[config.mk]
export PLATFORM = sky130hd
export DESIGN_NAME = sum_sq
export DESIGN_NICKNAME = d
export VERILOG_FILES = /design/src/rtl/sum_sq_pkg.sv /design/src/rtl/sum_sq_lane.sv /design/src/rtl/sum_sq.sv
export SDC_FILE = /design/constraint.sdc
export NUM_CORES = 1
export LEC_CHECK = 0
export ABC_AREA = 1
export BUFFER_PORTS_ARGS = -buffer_cell sky130_fd_sc_hd__buf_2
export CAP_MARGIN = 20
export CORE_UTILIZATION = 60
export CTS_CLUSTER_SIZE = 12
export DETAILED_ROUTE_END_ITERATION = 10
export PLACE_DENSITY = 0.78
export SKIP_LAST_GASP = 1
export SYNTH_ARGS = -nofsm -noshare
export SYNTH_HDL_FRONTEND = slang
export SYNTH_SLANG_ARGS = --single-unit
export TNS_END_PERCENT = 1
[constraint.sdc]
create_clock -name clk -period 4.8 [get_ports clk]
set_input_delay 0 -clock clk [delete_from_list [all_inputs] [get_ports clk]]
set_output_delay 0 -clock clk [all_outputs]
set_load 0.05 [all_outputs]
[src/rtl/sum_sq_pkg.sv]
`default_nettype none
// ============================================================================
//  Module   : sum_sq_pkg
//  Purpose  : Shared defaults for the sum-of-squares datapath and its lanes.
//  Revision : 1.0 - initial release
// ============================================================================
package sum_sq_pkg;

   // Default component width; lanes and top both take their default from here
   // so a single edit retunes the whole slice.
   localparam int DEFAULT_DIN_W = 16;

endpackage : sum_sq_pkg
`default_nettype wire

[src/rtl/sum_sq_lane.sv]
`default_nettype none
// ============================================================================
//  Module   : sq_lane
//  Purpose  : One squaring lane. Takes |x| of a two's-complement sample on
//             load, then squares it with a shift-add multiplier that retires
//             one partial product per step.
//  Revision : 1.0 - initial release
// ============================================================================
module sq_lane
   import sum_sq_pkg::*;
#(
   parameter int DIN_W = DEFAULT_DIN_W
) (
   input  logic                 clk,
   input  logic                 rst,
   input  logic                 load_i,
   input  logic                 step_i,
   input  logic [DIN_W-1:0]     sample_i,
   output logic [2*DIN_W-1:0]   sq_o
);

   localparam int PROD_W = 2 * DIN_W;

   logic [DIN_W-1:0]  raw_w;
   logic [DIN_W-1:0]  mag_w;

   logic [PROD_W-1:0] mcand_q, mcand_d;
   logic [DIN_W-1:0]  mplier_q, mplier_d;
   logic [PROD_W-1:0] acc_q, acc_d;

   // Magnitude as an unsigned DIN_W value: the most negative input maps to
   // 2^(DIN_W-1), which still fits, so no saturation is needed.
   assign raw_w = sample_i;
   assign mag_w = raw_w[DIN_W-1] ? (~raw_w + DIN_W'(1)) : raw_w;

   // Next-state for the shift-add square: load seeds both operands with |x|,
   // each step adds the shifted multiplicand when the multiplier LSB is set.
   always_comb begin
      mcand_d  = mcand_q;
      mplier_d = mplier_q;
      acc_d    = acc_q;
      if (load_i) begin
         mcand_d  = {{DIN_W{1'b0}}, mag_w};
         mplier_d = mag_w;
         acc_d    = '0;
      end else if (step_i) begin
         if (mplier_q[0]) begin
            acc_d = acc_q + mcand_q;
         end
         mcand_d  = mcand_q << 1;
         mplier_d = mplier_q >> 1;
      end
   end

   // Operand and accumulator registers; reset clears the partial result.
   always_ff @(posedge clk) begin
      if (rst) begin
         mcand_q  <= '0;
         mplier_q <= '0;
         acc_q    <= '0;
      end else begin
         mcand_q  <= mcand_d;
         mplier_q <= mplier_d;
         acc_q    <= acc_d;
      end
   end

   assign sq_o = acc_q;

endmodule : sq_lane
`default_nettype wire

[src/rtl/sum_sq.sv]
`default_nettype none
// ============================================================================
//  Module   : sum_sq
//  Purpose  : Computes din_i^2 + din_q^2 exactly for an I/Q pair using two
//             parallel shift-add squaring lanes, with valid/ready handshakes
//             on both sides. The result is sized for a square-root stage.
//  Revision : 1.0 - initial release
// ============================================================================
module sum_sq
   import sum_sq_pkg::*;
#(
   parameter int DIN_W  = DEFAULT_DIN_W,
   parameter int DOUT_W = 2 * DIN_W
) (
   input  logic              clk,
   input  logic              rst,
   input  logic [DIN_W-1:0]  din_i,
   input  logic [DIN_W-1:0]  din_q,
   input  logic              din_valid,
   output logic              din_ready,
   output logic [DOUT_W-1:0] dout,
   output logic              dout_valid,
   input  logic              dout_ready
);

   localparam int PROD_W = 2 * DIN_W;
   localparam int CNT_W  = (DIN_W > 1) ? $clog2(DIN_W) : 1;
   localparam logic [CNT_W-1:0] CNT_LAST = CNT_W'(DIN_W - 1);

   localparam logic [1:0] S_IDLE = 2'd0;
   localparam logic [1:0] S_MUL  = 2'd1;
   localparam logic [1:0] S_SUM  = 2'd2;
   localparam logic [1:0] S_OUT  = 2'd3;

   logic [1:0]        state_q;
   logic [CNT_W-1:0]  cnt_q;
   logic [DOUT_W-1:0] dout_q;
   logic              dout_valid_q;
   logic              din_ready_q;

   logic              load_w;
   logic              step_w;
   logic [PROD_W-1:0] sq_i_w;
   logic [PROD_W-1:0] sq_q_w;

   // Lane enables: capture only on an accepted pair, iterate only in MUL, so
   // din_valid seen in any other state never disturbs the lanes.
   assign load_w = (state_q == S_IDLE) && din_valid;
   assign step_w = (state_q == S_MUL);

   sq_lane #(
      .DIN_W   (DIN_W)
   ) u_lane_i (
      .clk     (clk),
      .rst     (rst),
      .load_i  (load_w),
      .step_i  (step_w),
      .sample_i(din_i),
      .sq_o    (sq_i_w)
   );

   sq_lane #(
      .DIN_W   (DIN_W)
   ) u_lane_q (
      .clk     (clk),
      .rst     (rst),
      .load_i  (load_w),
      .step_i  (step_w),
      .sample_i(din_q),
      .sq_o    (sq_q_w)
   );

   // Control FSM with registered handshake outputs; reset wins over any
   // handshake on the same edge and discards whatever was in flight.
   always_ff @(posedge clk) begin
      if (rst) begin
         state_q      <= S_IDLE;
         cnt_q        <= '0;
         dout_q       <= '0;
         dout_valid_q <= 1'b0;
         din_ready_q  <= 1'b1;
      end else begin
         case (state_q)
            S_IDLE: begin
               if (din_valid) begin
                  cnt_q       <= '0;
                  din_ready_q <= 1'b0;
                  state_q     <= S_MUL;
               end
            end
            S_MUL: begin
               cnt_q <= cnt_q + CNT_W'(1);
               if (cnt_q == CNT_LAST) begin
                  state_q <= S_SUM;
               end
            end
            S_SUM: begin
               // Each square is at most 2^(2*DIN_W-2), so the sum fits.
               dout_q       <= DOUT_W'(sq_i_w + sq_q_w);
               dout_valid_q <= 1'b1;
               state_q      <= S_OUT;
            end
            S_OUT: begin
               if (dout_ready) begin
                  dout_valid_q <= 1'b0;
                  din_ready_q  <= 1'b1;
                  state_q      <= S_IDLE;
               end
            end
            default: begin
               state_q      <= S_IDLE;
               dout_valid_q <= 1'b0;
               din_ready_q  <= 1'b1;
            end
         endcase
      end
   end

   assign din_ready  = din_ready_q;
   assign dout       = dout_q;
   assign dout_valid = dout_valid_q;

endmodule : sum_sq
`default_nettype wire

==> results.txt <==
----------------------------------------------------
[Flow run]
  Number of max-cap violations ... 0

[CTS]
  TritonCTS buffer count ... 17
  Post-CTS setup repair buffer count ... 0
  Number of H-tree branching levels ... 4
  Clk buf depth ... 2
  Clock Root Buffer ... sky130_fd_sc_hd__clkbuf_16
  Clock Latency Late Sink ... 0.46 ns
  TritonCTS clock tree ... yes
  Clock sink count ... 200
  Register clock-pin slew on the reported worst setup and hold paths ... 0.09 ns

[Timing]
  Final count of hold timing violations ... 0
  Max-slew violation total from the final report ... 0
  Worst Clk Skew ... 0.0179 ns
  Slew at the pin with the worst max-slew slack ... 1.01 ns
  Number of setup violations in the final report ... 0
  Max Fclk ... around 350 MHz
  Unrepaired setup endpoints after global routing ... false
  Final min period ... between 2 and 3 ns
  Tightest slew margin relative to the limit ... 32.5%
  Hold slack final ... 0.00808 ns
  Share of the clock period used by the worst path ... roughly 60%
  Final setup TNS ... 0 ns

[Cells and area]
  Area growth from synthesis to layout ... 8.75%
  Total inserted antenna cells ... 0
  Number of non-filler instances in the completed layout ... roughly 3100
  Number of filler cells placed in the layout ... roughly 2400
  Total Nets Final ... 2856
  Final standard cell utilization of the core ... 67.1%
  Fraction of layout instances using a drive strength above 1 ... 7.44%

[Setup path]
  Cell with the largest stage delay on the worst path ... sky130_fd_sc_hd__inv_2
  Cell breakdown of the critical path ... inv_1 > ha_2 > nand2_1 > inv_2 > buf_4 > nor2_1 > nor2_1 > nand2_1 > inv_1
  Buffer and inverter count on the worst path ... 4
  Critical Path RT ... 5.20 ns
  Worst path max stage delay ... roughly 0.64 ns
  Arrival time of the worst setup path ... 3.28 ns
  Type of the worst setup path ... reg2reg
  Critical path capture point type ... register
  Kind of cell adding the most delay to the critical path ... buffers and inverters
  Highest net fanout along the worst path ... 39
  Crit start category ... register

[GRT]
  Layer with the highest usage after global routing ... met2
  Grt met2 use ... 57.7%
  Overall routing resource usage ... 34.9%
  Global-route wire length before repair ... 73.3 mm
  Maximum number of pins on one net before global-route repair ... 77
  GRT met1 Usage ... between 40% and 50%
  Congestion Overflow GR ... 0
  Number of global-route vias before repair ... between 10000 and 15000
  Initial antenna violation count ... 0
  Met3 usage ... under 10%

[Routing]
  Drt via density ... approximately 5.3
  Starting DRT DRC Count ... about 1400
  Remaining routing DRC violations ... 0
  Antenna-violating nets left ... 0
  Routed Wire Length ... 45.5 mm
  Pre-Repair DR Iteration Count ... 7
  Average wire per standard cell ... 14.9 um
  Total vias in the final route ... 16284

[Floorplan]
  Initial Utilization ... 61.7%
  Core area ... 25400 sq um
  Placement row count ... a little under 60
  Die X ... 164 um
  Die Y ... 164 um
  Floorplan die area ... approximately 27000 sq um
  Count of pins on the block boundary ... 70

[Synthesis]
  Syn_nets ... 2811
  Adder-Cell Fraction of Synth Area ... 8.45%
  Simple-gate area share of the yosys netlist ... 37.3%
  Number of library cell types mapped by synthesis ... 42
  Synthesized-area fraction occupied by ao, oa, aoi and oai cells ... 12.7%
  Post-Synthesis Cell Area ... roughly 16000 sq um
  Synth Register Bits ... 200
  Synth Area in XOR/XNOR ... under 10%
  Fraction of the yosys area taken by sequential cells ... 25.6%
  Mux share of post-synthesis cell area ... 0%
  Instance count of the mapped netlist ... 2671
  Combinational family with the most area after synthesis ... simple AND/OR/NAND/NOR gates
  Average footprint of a synthesized cell ... 5.87 sq um
  Number of synthesis warnings ... 0

[Outcome]
  Outcome ... completed

[Place]
  Total of buffers placed on input and output ports ... 69
  Placed wire-length estimate ... roughly 35 mm
  Cell total after placement ... 3004
  Final weighted congestion in routability-driven placement ... around 1.0

[Pwr]
  Power consumption ... roughly 6.4 mW
  Power per cell area ... 374 nW/um^2
  Leakage power summed over all cells ... between 9 and 10 nW
  Peak ir drop on the vdd network ... 0.514 mV

[Hold path]
  Class of the tightest hold or removal check ... in2reg

----------------------------------------------------
-- cell usage after synthesis --
cell	instances	area [sq um]
sky130_fd_sc_hd__clkbuf_1	36	135
sky130_fd_sc_hd__o21bai_2	1	11.3
sky130_fd_sc_hd__o211ai_1	3	22.5
sky130_fd_sc_hd__buf_1	1	3.75
sky130_fd_sc_hd__clkinv_1	1	3.75
sky130_fd_sc_hd__o311ai_0	1	8.76
sky130_fd_sc_hd__or2_2	1	6.26
sky130_fd_sc_hd__nor2_4	5	56.3
sky130_fd_sc_hd__nand3b_1	10	75.1
sky130_fd_sc_hd__inv_1	466	1750
sky130_fd_sc_hd__and2_1	2	12.5
sky130_fd_sc_hd__xor2_1	37	324
sky130_fd_sc_hd__nand3_4	1	17.5
sky130_fd_sc_hd__inv_2	9	33.8
sky130_fd_sc_hd__clkbuf_2	1	5.00
sky130_fd_sc_hd__nor3_4	2	32.5
sky130_fd_sc_hd__and3_1	1	6.26
sky130_fd_sc_hd__o21ai_4	2	32.5
sky130_fd_sc_hd__a21o_1	4	30.0
sky130_fd_sc_hd__dfxtp_1	200	4000
sky130_fd_sc_hd__nand3_2	15	150
sky130_fd_sc_hd__nand2_2	37	231
sky130_fd_sc_hd__o21ai_0	152	761
sky130_fd_sc_hd__nor3_2	5	50.1
sky130_fd_sc_hd__buf_4	3	22.5
sky130_fd_sc_hd__buf_2	33	165
sky130_fd_sc_hd__nor2_1	301	1130
sky130_fd_sc_hd__nor3b_1	2	15.0
sky130_fd_sc_hd__nor3_1	12	60.1
sky130_fd_sc_hd__a211oi_1	2	15.0
sky130_fd_sc_hd__or2_0	1	6.26
sky130_fd_sc_hd__nor2_2	10	62.6
sky130_fd_sc_hd__o21bai_1	10	75.1
sky130_fd_sc_hd__o21ai_1	11	55.1
sky130_fd_sc_hd__a21oi_1	195	976
sky130_fd_sc_hd__nand4_1	12	75.1
sky130_fd_sc_hd__xnor2_1	8	70.1
sky130_fd_sc_hd__fa_1	3	60.1
sky130_fd_sc_hd__nand3_1	155	776
sky130_fd_sc_hd__or2_1	2	12.5
sky130_fd_sc_hd__ha_1	101	1260
sky130_fd_sc_hd__nand2_1	817	3070
-- worst paths after layout --
kind                    startpoint                    end  slack [ns]  cells past startpoint
max                     state_q[1]      u_lane_q.sq_o[23]        1.91                      9
min                       din_q[7]    u_lane_q.mcand_q[7]       0.008                      4
max reg2reg             state_q[1]      u_lane_q.sq_o[23]        1.91                      9
min reg2reg  u_lane_i.mplier_q[15]  u_lane_i.mplier_q[15]        0.48                      2
-- worst reg2reg max path: cells and delay by family (launching register included) --
| kind | cells | cell delay [ns] |
|---|---|---|
| fa+ha+maj | 1 | 0.62 |
| buf+inv | 4 | 1.15 |
| flops | 1 | 0.34 |
| simple gates | 4 | 0.70 |
-- state kept, by name, summed over array words and instances, names as in the netlist --
name / cells
u_lane_i.mcand_q: 32
dout_valid: 1
u_lane_i.mplier_q: 16
u_lane_q.mplier_q: 16
cnt_q: 4
dout: 32
u_lane_q.sq_o: 32
u_lane_i.sq_o: 32
state_q: 2
u_lane_q.mcand_q: 32
din_ready: 1
-- cell usage in the layout (no fill, tap or decap), types with 15 or more instances in the layout --
master | synthesis | layout
sky130_fd_sc_hd__nand2_1 | 817 | 817
sky130_fd_sc_hd__buf_2 | 33 | 69
sky130_fd_sc_hd__clkbuf_16 | 0 | 17
sky130_fd_sc_hd__nand2_2 | 37 | 37
sky130_fd_sc_hd__nand3_1 | 155 | 155
sky130_fd_sc_hd__a21oi_1 | 195 | 195
sky130_fd_sc_hd__dlygate4sd3_1 | 0 | 21
sky130_fd_sc_hd__inv_1 | 466 | 465
sky130_fd_sc_hd__nor2_1 | 301 | 301
sky130_fd_sc_hd__nand3_2 | 15 | 15
sky130_fd_sc_hd__ha_1 | 101 | 99
sky130_fd_sc_hd__dfxtp_1 | 200 | 200
sky130_fd_sc_hd__xor2_1 | 37 | 37
sky130_fd_sc_hd__o21ai_0 | 152 | 152
-- cell families after synthesis --
family,count (synthesis)
and+or+nand+nor,1391
buffers and inverters,550
AOI/OAI and AO/OA,381
DFF,200
adders and majority gates,104
xor gates and xnor gates,45
-- routing by layer --
layer,routed length (um),up-vias
li1,-,8357
met1,20800,7323
met2,20400,520
met3,2770,84
met4,1650,0
met5,0,-
-- repair_timing --
action                                 in CTS  in global routing
resized for setup                           0                  0
endpoints found under the hold margin      41                  0
hold buffers                               21                  0
-- where the power goes --
part / internal [mW] / switching [mW]
sequential: 2.01 / 0.286
clock: 0.717 / 0.788
combinational: 0.757 / 1.82
-- final cells by class --
cell class                 instances  area, sq um  share of cell area (%)
multi-input combinational       1921         9550                    56.1
sequential                       200         4000                    23.5
inverter                         476         1790                    10.5
timing repair buffer             100          676                    3.97
clock buffer                      17          425                    2.50
tap                              330          413                    2.42
clock inverter                    15          184                    1.08
-- per-stage QoR --
stage,area [sq um],setup slack [ns]
floorplan,15700,3.02
CTS,17000,1.80
global placement,16200,1.95
detailed placement,16200,1.85
global route,17000,1.67
finish,17000,1.91
Note: power is estimated with default switching activity, not from simulation.
